### config.mk
export PLATFORM = sky130hd
export DESIGN_NAME = board_state_ctrl
export DESIGN_NICKNAME = d
export VERILOG_FILES = /design/src/rtl/ttt_pkg.sv /design/src/rtl/square_decode.sv /design/src/rtl/board_state_ctrl.sv
export SDC_FILE = /design/constraint.sdc
export NUM_CORES = 1
export LEC_CHECK = 0
export CORE_MARGIN = 8
export CORE_UTILIZATION = 42
export CTS_CLUSTER_SIZE = 25
export DETAILED_ROUTE_END_ITERATION = 8
export MAX_ROUTING_LAYER = met4
export PLACE_DENSITY = 0.83
export REMOVE_ABC_BUFFERS = 1
export SYNTH_ARGS = -nofsm -noshare
export SYNTH_HDL_FRONTEND = slang
export SYNTH_SLANG_ARGS = --single-unit
### constraint.sdc
create_clock -name pclk -period 3.9 [get_ports pclk]
set_input_delay 0.78 -clock pclk [delete_from_list [all_inputs] [get_ports pclk]]
set_output_delay 0.78 -clock pclk [all_outputs]
set_load 0.02 [all_outputs]
### src/rtl/ttt_pkg.sv
// Shared definitions for the tic-tac-toe board logic: FSM states, colour
// codes, winner encodings and the eight winning lines.
package ttt_pkg;

  typedef enum logic [2:0] {
    IDLE,
    PLAY,
    MARK,
    CHECK,
    OVER
  } state_t;

  localparam logic [11:0] BLUE_CODE   = 12'h000;
  localparam logic [11:0] YELLOW_CODE = 12'h001;

  localparam logic [1:0] WIN_NONE   = 2'b00;
  localparam logic [1:0] WIN_BLUE   = 2'b01;
  localparam logic [1:0] WIN_YELLOW = 2'b10;
  localparam logic [1:0] WIN_DRAW   = 2'b11;

  // Zero-based square indices of each line; entry i is win_line code i+1.
  localparam logic [3:0] LINE_SQ [8][3] = '{
    '{4'd0, 4'd1, 4'd2},
    '{4'd3, 4'd4, 4'd5},
    '{4'd6, 4'd7, 4'd8},
    '{4'd0, 4'd3, 4'd6},
    '{4'd1, 4'd4, 4'd7},
    '{4'd2, 4'd5, 4'd8},
    '{4'd0, 4'd4, 4'd8},
    '{4'd2, 4'd4, 4'd6}
  };

  // Lowest-numbered line fully owned by player, 0 when none.
  function automatic logic [3:0] find_win(input logic [8:0] occ,
                                          input logic [8:0] owner,
                                          input logic       player);
    logic [8:0] mine;
    logic [3:0] res;
    mine = occ & (player ? owner : ~owner);
    res  = '0;
    for (int unsigned i = 0; i < 8; i++) begin
      if (res == '0 && mine[LINE_SQ[i][0]] && mine[LINE_SQ[i][1]] &&
          mine[LINE_SQ[i][2]])
        res = 4'(i + 1);
    end
    return res;
  endfunction

endpackage

### src/rtl/square_decode.sv
// Combinational cursor-to-square decode; 1..9 row-major, 0 outside the grid.
module square_decode #(
  parameter logic [11:0] COL1_L = 12'd8,
  parameter logic [11:0] COL2_L = 12'd344,
  parameter logic [11:0] COL3_L = 12'd680,
  parameter logic [11:0] COL3_R = 12'd1015,
  parameter logic [11:0] ROW1_T = 12'd10,
  parameter logic [11:0] ROW2_T = 12'd263,
  parameter logic [11:0] ROW3_T = 12'd515,
  parameter logic [11:0] ROW3_B = 12'd767
) (
  input  logic [11:0] xpos,
  input  logic [11:0] ypos,
  output logic [3:0]  square
);

  logic [1:0] col;
  logic [1:0] row;
  logic [3:0] base;

  // Column/row band lookup, then combine into a square number.
  always_comb begin
    col = 2'd0;
    row = 2'd0;
    if (xpos >= COL1_L && xpos < COL2_L)       col = 2'd1;
    else if (xpos >= COL2_L && xpos < COL3_L)  col = 2'd2;
    else if (xpos >= COL3_L && xpos <= COL3_R) col = 2'd3;
    if (ypos >= ROW1_T && ypos < ROW2_T)       row = 2'd1;
    else if (ypos >= ROW2_T && ypos < ROW3_T)  row = 2'd2;
    else if (ypos >= ROW3_T && ypos <= ROW3_B) row = 2'd3;
    case (row)
      2'd2:    base = 4'd3;
      2'd3:    base = 4'd6;
      default: base = 4'd0;
    endcase
    square = (row == 2'd0 || col == 2'd0) ? 4'd0 : base + {2'b00, col};
  end

endmodule

### src/rtl/board_state_ctrl.sv
// Tic-tac-toe game state: click decode, turn alternation, occupancy/owner,
// win and draw detection. Optional turn timeout via `MOVE_TIMEOUT_EN.
module board_state_ctrl
  import ttt_pkg::*;
#(
  parameter logic [11:0] COL1_L = 12'd8,
  parameter logic [11:0] COL2_L = 12'd344,
  parameter logic [11:0] COL3_L = 12'd680,
  parameter logic [11:0] COL3_R = 12'd1015,
  parameter logic [11:0] ROW1_T = 12'd10,
  parameter logic [11:0] ROW2_T = 12'd263,
  parameter logic [11:0] ROW3_T = 12'd515,
  parameter logic [11:0] ROW3_B = 12'd767,
  parameter int unsigned TIMEOUT_FRAMES = 600
) (
  input  logic         pclk,
  input  logic         rst,
  input  logic         start_en,
  input  logic         choice_en,
  input  logic         mouse_left,
  input  logic [11:0]  mouse_xpos,
  input  logic [11:0]  mouse_ypos,
  input  logic         first_color,
  input  logic         new_game,
  input  logic         vsync_in,
  output logic [8:0]   square_occ,
  output logic [107:0] square_color,
  output logic         cur_player,
  output logic         game_over,
  output logic [1:0]   winner,
  output logic [3:0]   win_line
);

  state_t     state, state_nxt;
  logic       mouse_left_prev;
  logic       click;
  logic       play_ok;
  logic [3:0] dec_sq;
  logic [3:0] latched_sq;
  logic [8:0] sq_bit;
  logic [8:0] owner;
  logic [3:0] win_ln;
  logic       clear_board, load_first, latch_sq, do_mark;
  logic       set_win, set_draw, toggle, timeout_hit;

  square_decode #(
    .COL1_L(COL1_L), .COL2_L(COL2_L), .COL3_L(COL3_L), .COL3_R(COL3_R),
    .ROW1_T(ROW1_T), .ROW2_T(ROW2_T), .ROW3_T(ROW3_T), .ROW3_B(ROW3_B)
  ) u_decode (
    .xpos  (mouse_xpos),
    .ypos  (mouse_ypos),
    .square(dec_sq)
  );

  assign click   = mouse_left & ~mouse_left_prev;
  assign play_ok = start_en & ~choice_en;
  assign sq_bit  = (latched_sq == 4'd0) ? 9'd0 : 9'd1 << (latched_sq - 4'd1);
  assign win_ln  = find_win(square_occ, owner, cur_player);

  // State register.
  always_ff @(posedge pclk or negedge rst) begin
    if (!rst) state <= IDLE;
    else      state <= state_nxt;
  end

  // Next state and datapath strobes; new_game, then leaving play, override the per-state decision.
  always_comb begin
    state_nxt   = state;
    clear_board = 1'b0;
    load_first  = 1'b0;
    latch_sq    = 1'b0;
    do_mark     = 1'b0;
    set_win     = 1'b0;
    set_draw    = 1'b0;
    toggle      = 1'b0;
    case (state)
      IDLE: if (play_ok) begin
        state_nxt   = PLAY;
        clear_board = 1'b1;
        load_first  = 1'b1;
      end
      PLAY: if (click) begin
        state_nxt = MARK;
        latch_sq  = 1'b1;
      end
      MARK: begin
        if (sq_bit != 9'd0 && (square_occ & sq_bit) == 9'd0) begin
          do_mark   = 1'b1;
          state_nxt = CHECK;
        end else begin
          state_nxt = PLAY;
        end
      end
      CHECK: begin
        if (win_ln != 4'd0) begin
          set_win   = 1'b1;
          state_nxt = OVER;
        end else if (&square_occ) begin
          set_draw  = 1'b1;
          state_nxt = OVER;
        end else begin
          toggle    = 1'b1;
          state_nxt = PLAY;
        end
      end
      OVER:    state_nxt = OVER;
      default: state_nxt = IDLE;
    endcase
    if (new_game || !play_ok) begin
      latch_sq    = 1'b0;
      do_mark     = 1'b0;
      set_win     = 1'b0;
      set_draw    = 1'b0;
      toggle      = 1'b0;
      clear_board = 1'b1;
      load_first  = play_ok;
      state_nxt   = play_ok ? PLAY : IDLE;
    end
  end

  // Click edge register.
  always_ff @(posedge pclk or negedge rst) begin
    if (!rst) mouse_left_prev <= 1'b0;
    else      mouse_left_prev <= mouse_left;
  end

  // Board, turn and result registers.
  always_ff @(posedge pclk or negedge rst) begin
    if (!rst) begin
      square_occ <= '0;
      owner      <= '0;
      latched_sq <= '0;
      cur_player <= 1'b0;
      game_over  <= 1'b0;
      winner     <= WIN_NONE;
      win_line   <= '0;
    end else begin
      if (latch_sq) latched_sq <= dec_sq;
      if (clear_board) begin
        square_occ <= '0;
        owner      <= '0;
        game_over  <= 1'b0;
        winner     <= WIN_NONE;
        win_line   <= '0;
      end
      if (do_mark) begin
        square_occ <= square_occ | sq_bit;
        owner      <= cur_player ? (owner | sq_bit) : (owner & ~sq_bit);
      end
      if (set_win) begin
        winner    <= cur_player ? WIN_YELLOW : WIN_BLUE;
        win_line  <= win_ln;
        game_over <= 1'b1;
      end
      if (set_draw) begin
        winner    <= WIN_DRAW;
        game_over <= 1'b1;
      end
      if (load_first)                cur_player <= first_color;
      else if (toggle || timeout_hit) cur_player <= ~cur_player;
    end
  end

  // Per-square colour code expansion; empty squares read as blue code.
  always_comb begin
    square_color = '0;
    for (int unsigned k = 0; k < 9; k++)
      square_color[12*k +: 12] = (square_occ[k] && owner[k]) ? YELLOW_CODE : BLUE_CODE;
  end

`ifdef MOVE_TIMEOUT_EN
  logic       vsync_prev;
  logic [9:0] frame_cnt;
  logic       vsync_rise;

  assign vsync_rise  = vsync_in & ~vsync_prev;
  assign timeout_hit = (state == PLAY) && vsync_rise &&
                       (frame_cnt + 10'd1 == TIMEOUT_FRAMES[9:0]);

  // Frame counter for the turn timeout; restarts on any move or fresh turn start.
  always_ff @(posedge pclk or negedge rst) begin
    if (!rst) begin
      vsync_prev <= 1'b0;
      frame_cnt  <= '0;
    end else begin
      vsync_prev <= vsync_in;
      if (clear_board || load_first || do_mark || timeout_hit)
        frame_cnt <= '0;
      else if (state == PLAY && vsync_rise)
        frame_cnt <= frame_cnt + 10'd1;
    end
  end
`else
  localparam int unsigned TIMEOUT_FRAMES_UNUSED = TIMEOUT_FRAMES;
  logic vsync_unused;
  assign vsync_unused = vsync_in;
  assign timeout_hit  = 1'b0;
`endif

endmodule
* After elaboration in Yosys (flattened, before gate mapping)
Cells that the tools add are included.
** Word-level totals
- Latch bits :: 0
- Bits in writable memories :: 0
- Word-level logic and storage cells :: 177
- Memories kept :: 0
- Input bits :: 32
- Register bits :: 34
- ROM bits :: 0
** Cells by class
- Equal/unequal tests :: 8
- Shift operators :: 1
- Multipliers :: 0
- Div/mod/pow operators :: 0
- Bitwise gates (word level) :: 12
- Magnitude comparators :: 12
- Reductions and logical operators :: 62
- $add $sub $neg :: 2
- Multiplexer cells :: 71
** Operators by type and width (count)
- 9-bit 2-to-1 mux :: 6
- 1-bit logical AND :: 39
- 1-bit 2-to-1 mux :: 37
- 4-bit zero test :: 8
- 9-bit AND :: 3
- 2-bit 2-to-1 mux :: 13
- 12-bit by 10-bit greater-or-equal comparator with 1-bit output, second input constant :: 2
- 12-bit by 4-bit greater-or-equal comparator with 1-bit output, second input constant :: 2
- 12-bit by 9-bit greater-or-equal comparator with 1-bit output, second input constant :: 2
- 12-bit by 10-bit less-or-equal comparator with 1-bit output, second input constant :: 2
- 12-bit by 10-bit less-than comparator with 1-bit output, second input constant :: 2
- 12-bit by 9-bit less-than comparator with 1-bit output, second input constant :: 2
- 3-bit 2-to-1 mux :: 8
- 4-bit 2-to-1 mux :: 5
- 9-bit NOT :: 2
- 9-bit bitwise OR :: 2
- 3-bit case mux with 5 select lines :: 1
- 9-bit zero test :: 1
- 9-bit AND reduction :: 1
- 9-bit nonzero test :: 1
- 1-bit by 4-bit left shift with 9-bit output, first input constant :: 1
- 3-bit by 2-bit == test with 1-bit output, second input constant :: 2
- 3-bit != test, second input constant :: 2
- 3-bit case mux with 2 select lines :: 1
- other kinds (15) :: 23

* Depth between registers and ports, before layout
- Depth in word-level cells :: 47
- Mapped depth :: 11
- Gate-level depth less buffers :: 11

* Hierarchy
From an unflattened synthesis, not the netlist that was laid out.
** Unflattened totals
- Cells, all modules :: 360
- Area, all modules :: 3135.5 um^2
** By module, submodules not included
- board_state_ctrl :: instances 1, cells each 312, area each 2768.9 um^2
- square_decode :: instances 1, cells each 48, area each 366.6 um^2

* Least setup slack after synthesis
OpenSTA, ideal clock, no wires.
- Path type :: in2reg
- From :: input mouse_ypos[5]
- To :: register latched_sq[2]
- Buffers on the path :: 0
- Data required time :: 3.778 ns
- Slack :: 0.975 ns
- Setup time :: 0.122 ns
- Arrival time :: 2.803 ns
- Stages :: 9
- Cell sequence :: or4_1 nor2_1 nand3_1 a21boi_0 ha_1 inv_1 fa_1 xor2_1 a32o_1
** Between the ends
- Cells in the longest elaborated chain, start to end :: 9
- Elaborated cells on any way between the ends :: 19
- Those cells by class :: add/sub: 1; order compare: 6; eq/ne: 2; mux: 5; reduce/logical: 5
** RTL lines
- start, declared :: line board_state_ctrl.sv:22 : input logic [11:0] mouse_ypos,
- 12-bit by 10-bit greater-or-equal comparator with 1-bit output or 12-bit by 10-bit less-or-equal comparator with 1-bit output (tied branches) :: line square_decode.sv:30 : else if (ypos >= ROW3_T && ypos <= ROW3_B) row = 2'd3;
- 1-bit logical AND :: line square_decode.sv:30
- 2-bit 2-to-1 mux :: line square_decode.sv:30
- 2-bit 2-to-1 mux :: line square_decode.sv:29 : else if (ypos >= ROW2_T && ypos < ROW3_T) row = 2'd2;
- 2-bit 2-to-1 mux (*) :: line square_decode.sv:28 : if (ypos >= ROW1_T && ypos < ROW2_T) row = 2'd1;
- 2-bit == test :: line square_decode.sv:31 : case (row)
- 3-bit case mux with 2 select lines :: line square_decode.sv:31
- 3-bit by 2-bit adder with 4-bit output :: line square_decode.sv:36 : square = (row == 2'd0 || col == 2'd0) ? 4'd0 : base + {2'b00, col};
- 4-bit 2-to-1 mux (*) :: line square_decode.sv:36
- end signal, assigned :: line board_state_ctrl.sv:138 : if (latch_sq) latched_sq <= dec_sq;
- end, declared :: line board_state_ctrl.sv:39 : logic [3:0] latched_sq;
Mark *: on every way between the ends. The rest lies on a longest branch, timed or not.
A chain may end at the register's enable or synchronous reset.

* Worst setup path in the final report
Same ends and word-level chain as after synthesis.

==> results.json <==
{
  "finClkSkew_ns": 0.00428,
  "dr.pass1.iters": 5,
  "synth_cell_types": 65,
  "dp_hpwl_mm": 6.11,
  "hold_class": "reg -> reg",
  "antenna_found_initial": 0,
  "final_layout_size_suffix_gt1_frac": 0.0615,
  "irDropWorstVdd_mv": 0.156,
  "crit_path_start_kind": "input port",
  "cts_tree": "yes",
  "synthArstFlopShare": 1.00,
  "row_count": 32,
  "synth.most_common_cell": "buf_4",
  "clock_latency_ns": 0.29,
  "drc": 0,
  "critical_path_class": "in -> reg",
  "io_pins": 157,
  "num_vias": 2680,
  "reg2reg_slack_ns": 1.08,
  "root_buffer": "clkbuf_8",
  "track_usage": 0.142,
  "yosysTopAreaCell": "dfrtp_1",
  "ys_seq_elements": 34,
  "crit_end": "latched_sq[2]$_DFFE_PN0P_",
  "r2r-start": "latched_sq[1]$_DFFE_PN0P_",
  "synth_area_sq_um": 3200,
  "met2_usage": 0.235,
  "dieArea_sq_um": 10700,
  "setup-violations-final": 0,
  "die_x_um": 103,
  "tightest_slew_ns": 0.825,
  "max_freq_mhz": 314,
  "ant_nets": 0,
  "met1_usage": 0.167,
  "grt_max_degree": 35,
  "postCtsSetupBuffers": 0,
  "core-area_sq_um": 7570,
  "rr_endpoint": "owner[0]$_DFFE_PN0P_",
  "required_ns": 4.08,
  "final.setup.tns_ns": 0,
  "worstPathMaxFanout": 3,
  "synth_commonest_cells": "buf_4, dfrtp_1, nand2_1, o21ai_0",
  "place.gp.congestion": 0.956,
  "grt_pass1_wl_mm": 11.9,
  "min_period_ns": 3.18,
  "ctsHoldBuffers": 0,
  "synthToLayoutAreaGrowth_pct": 11.5,
  "endpoint_kind": "flip-flop",
  "htreeDepth": 2,
  "post_cts_resized": 0,
  "wl_per_cell_um": 14.5,
  "synth_flop_cell": "dfrtp_1",
  "busiest_layer": "met2",
  "slew_headroom": 0.436,
  "ys_warn_count": 0,
  "clkTransAtPathRegs_ns": 0.07,
  "ys_top_cells_by_area": "dfrtp_1, buf_4, nand2_1",
  "initial_utilization": 0.423,
  "cp.arrival_ns": 3.37,
  "p_per_area_nw_per_um2": 261,
  "first_global_vias": 2550,
  "p_leak_nw": 1.51,
  "period_share": 0.816,
  "syn_avg_cell_area_sq_um": 8.61,
  "yosys.area.top_type_share": 0.266,
  "grtUsageMet3": 0.0274,
  "crit_start": "mouse_ypos[5]",
  "grt_overflow": 0,
  "cts_buffer_depth": 2,
  "drt-total-wl_mm": 7.61,
  "rsz0062_at_grt": "false",
  "nets": 459,
  "synthCells": 372,
  "hold_viol_final": 0,
  "maxCapViolations": 0,
  "vias_per_cell": 5.10,
  "die_h_um": 103,
  "status": "finished, final reports clean",
  "reg2reg_depth": 8,
  "io_buffers": 53,
  "n_antenna_cell": 0,
  "cts_buffers": 5,
  "clock_sinks": 34,
  "setup_slack_ns": 0.717,
  "post-place-ws_ns": 0.395,
  "synth_edf_count": 0,
  "yosysSeqAreaShare": 0.266,
  "final_max_slew_viol_count": 0,
  "drtIter0Drc": 106
}
## worst max-delay path, stage by stage
cell and delay (ns):
clkdlybuf4s50_1 0.39, or4_1 0.54, nor2_1 0.19, nand3_1 0.09, a21boi_0 0.31, ha_1 0.23, inv_1 0.05, fa_1 0.37
xor2_1 0.18, a32o_1 0.24
## cell usage in the layout, fill, tap and decap left out, types with 7 or more instances in the layout
cell | Yosys | routed
nor2_1 | 14 | 14
nor3_1 | 9 | 9
mux2i_1 | 7 | 7
dfrtp_1 | 34 | 34
clkdlybuf4s50_1 | 0 | 53
a21oi_1 | 9 | 9
inv_1 | 9 | 9
a32o_1 | 8 | 8
or4_1 | 7 | 7
nand3_1 | 14 | 14
and2_1 | 10 | 10
conb_1 | 1 | 99
o21ai_0 | 15 | 15
nand2_1 | 25 | 25
## through the flow
step,total power [mW],std cells,cell area [sq um],utilization,hold WS [ns]
2_1_floorplan,0.493,360,2760,-,0.484
3_3_place_gp,0.542,517,3440,0.454,0.470
3_5_place_dp,0.546,517,3440,0.454,0.468
4_1_cts,0.934,525,3570,0.472,0.485
5_1_grt,0.974,525,3570,0.472,0.494
6_report,0.934,525,3570,0.472,0.480
## flip-flops by register name, summed over array words and instances (netlist names)
register / flops
win_line: 4
winner: 2
latched_sq: 4
mouse_left_prev: 1
state: 3
owner: 9
game_over: 1
cur_player: 1
square_occ: 9
## metal layers
metal	vias up	share of wire
li1	1242	-
met1	1265	0.38
met2	158	0.51
met3	15	0.090
met4	0	0.017
met5	-	0
## power by group
part           total [mW]  internal (mW)  switching [mW]  leakage, nW
clock network       0.390          0.256           0.134       0.0683
registers           0.368          0.355          0.0130        0.469
logic               0.176         0.0472           0.129        0.970
total               0.934          0.658           0.276         1.51
## worst min-delay path by stage
stage | startpoint | endpoint | slack, ns | cells past startpoint
detailed placement | game_over$_DFFE_PN0P_ | game_over$_DFFE_PN0P_ | 0.47 | 2
floorplan | rst | cur_player$_DFFE_PN0P_ | 0.48 | 0
CTS | game_over$_DFFE_PN0P_ | game_over$_DFFE_PN0P_ | 0.49 | 2
finish | game_over$_DFFE_PN0P_ | game_over$_DFFE_PN0P_ | 0.48 | 2
global placement | game_over$_DFFE_PN0P_ | game_over$_DFFE_PN0P_ | 0.47 | 2
global route | game_over$_DFFE_PN0P_ | game_over$_DFFE_PN0P_ | 0.49 | 2
## area by class of cell
class	count	area, sq um
repair buffers	55	546
flip-flops and latches	34	851
fillers	727	3990
well taps	102	128
multi-input cells	317	1880
inverters	9	33.8
clock inverters	3	68.8
clock buffers	5	68.8
## cell families after synthesis
group | count (synthesis) | synth area share
other | 1 | 0.00117
AND/OR/NAND/NOR | 126 | 0.228
flip-flops | 34 | 0.266
multiplexers | 9 | 0.0289
adder cells (fa/ha/maj) | 5 | 0.0219
buffers and inverters | 119 | 0.263
XOR/XNOR | 2 | 0.00547
AO/OA/AOI/OAI | 76 | 0.185
Note: power is estimated with default switching activity, not from simulation.
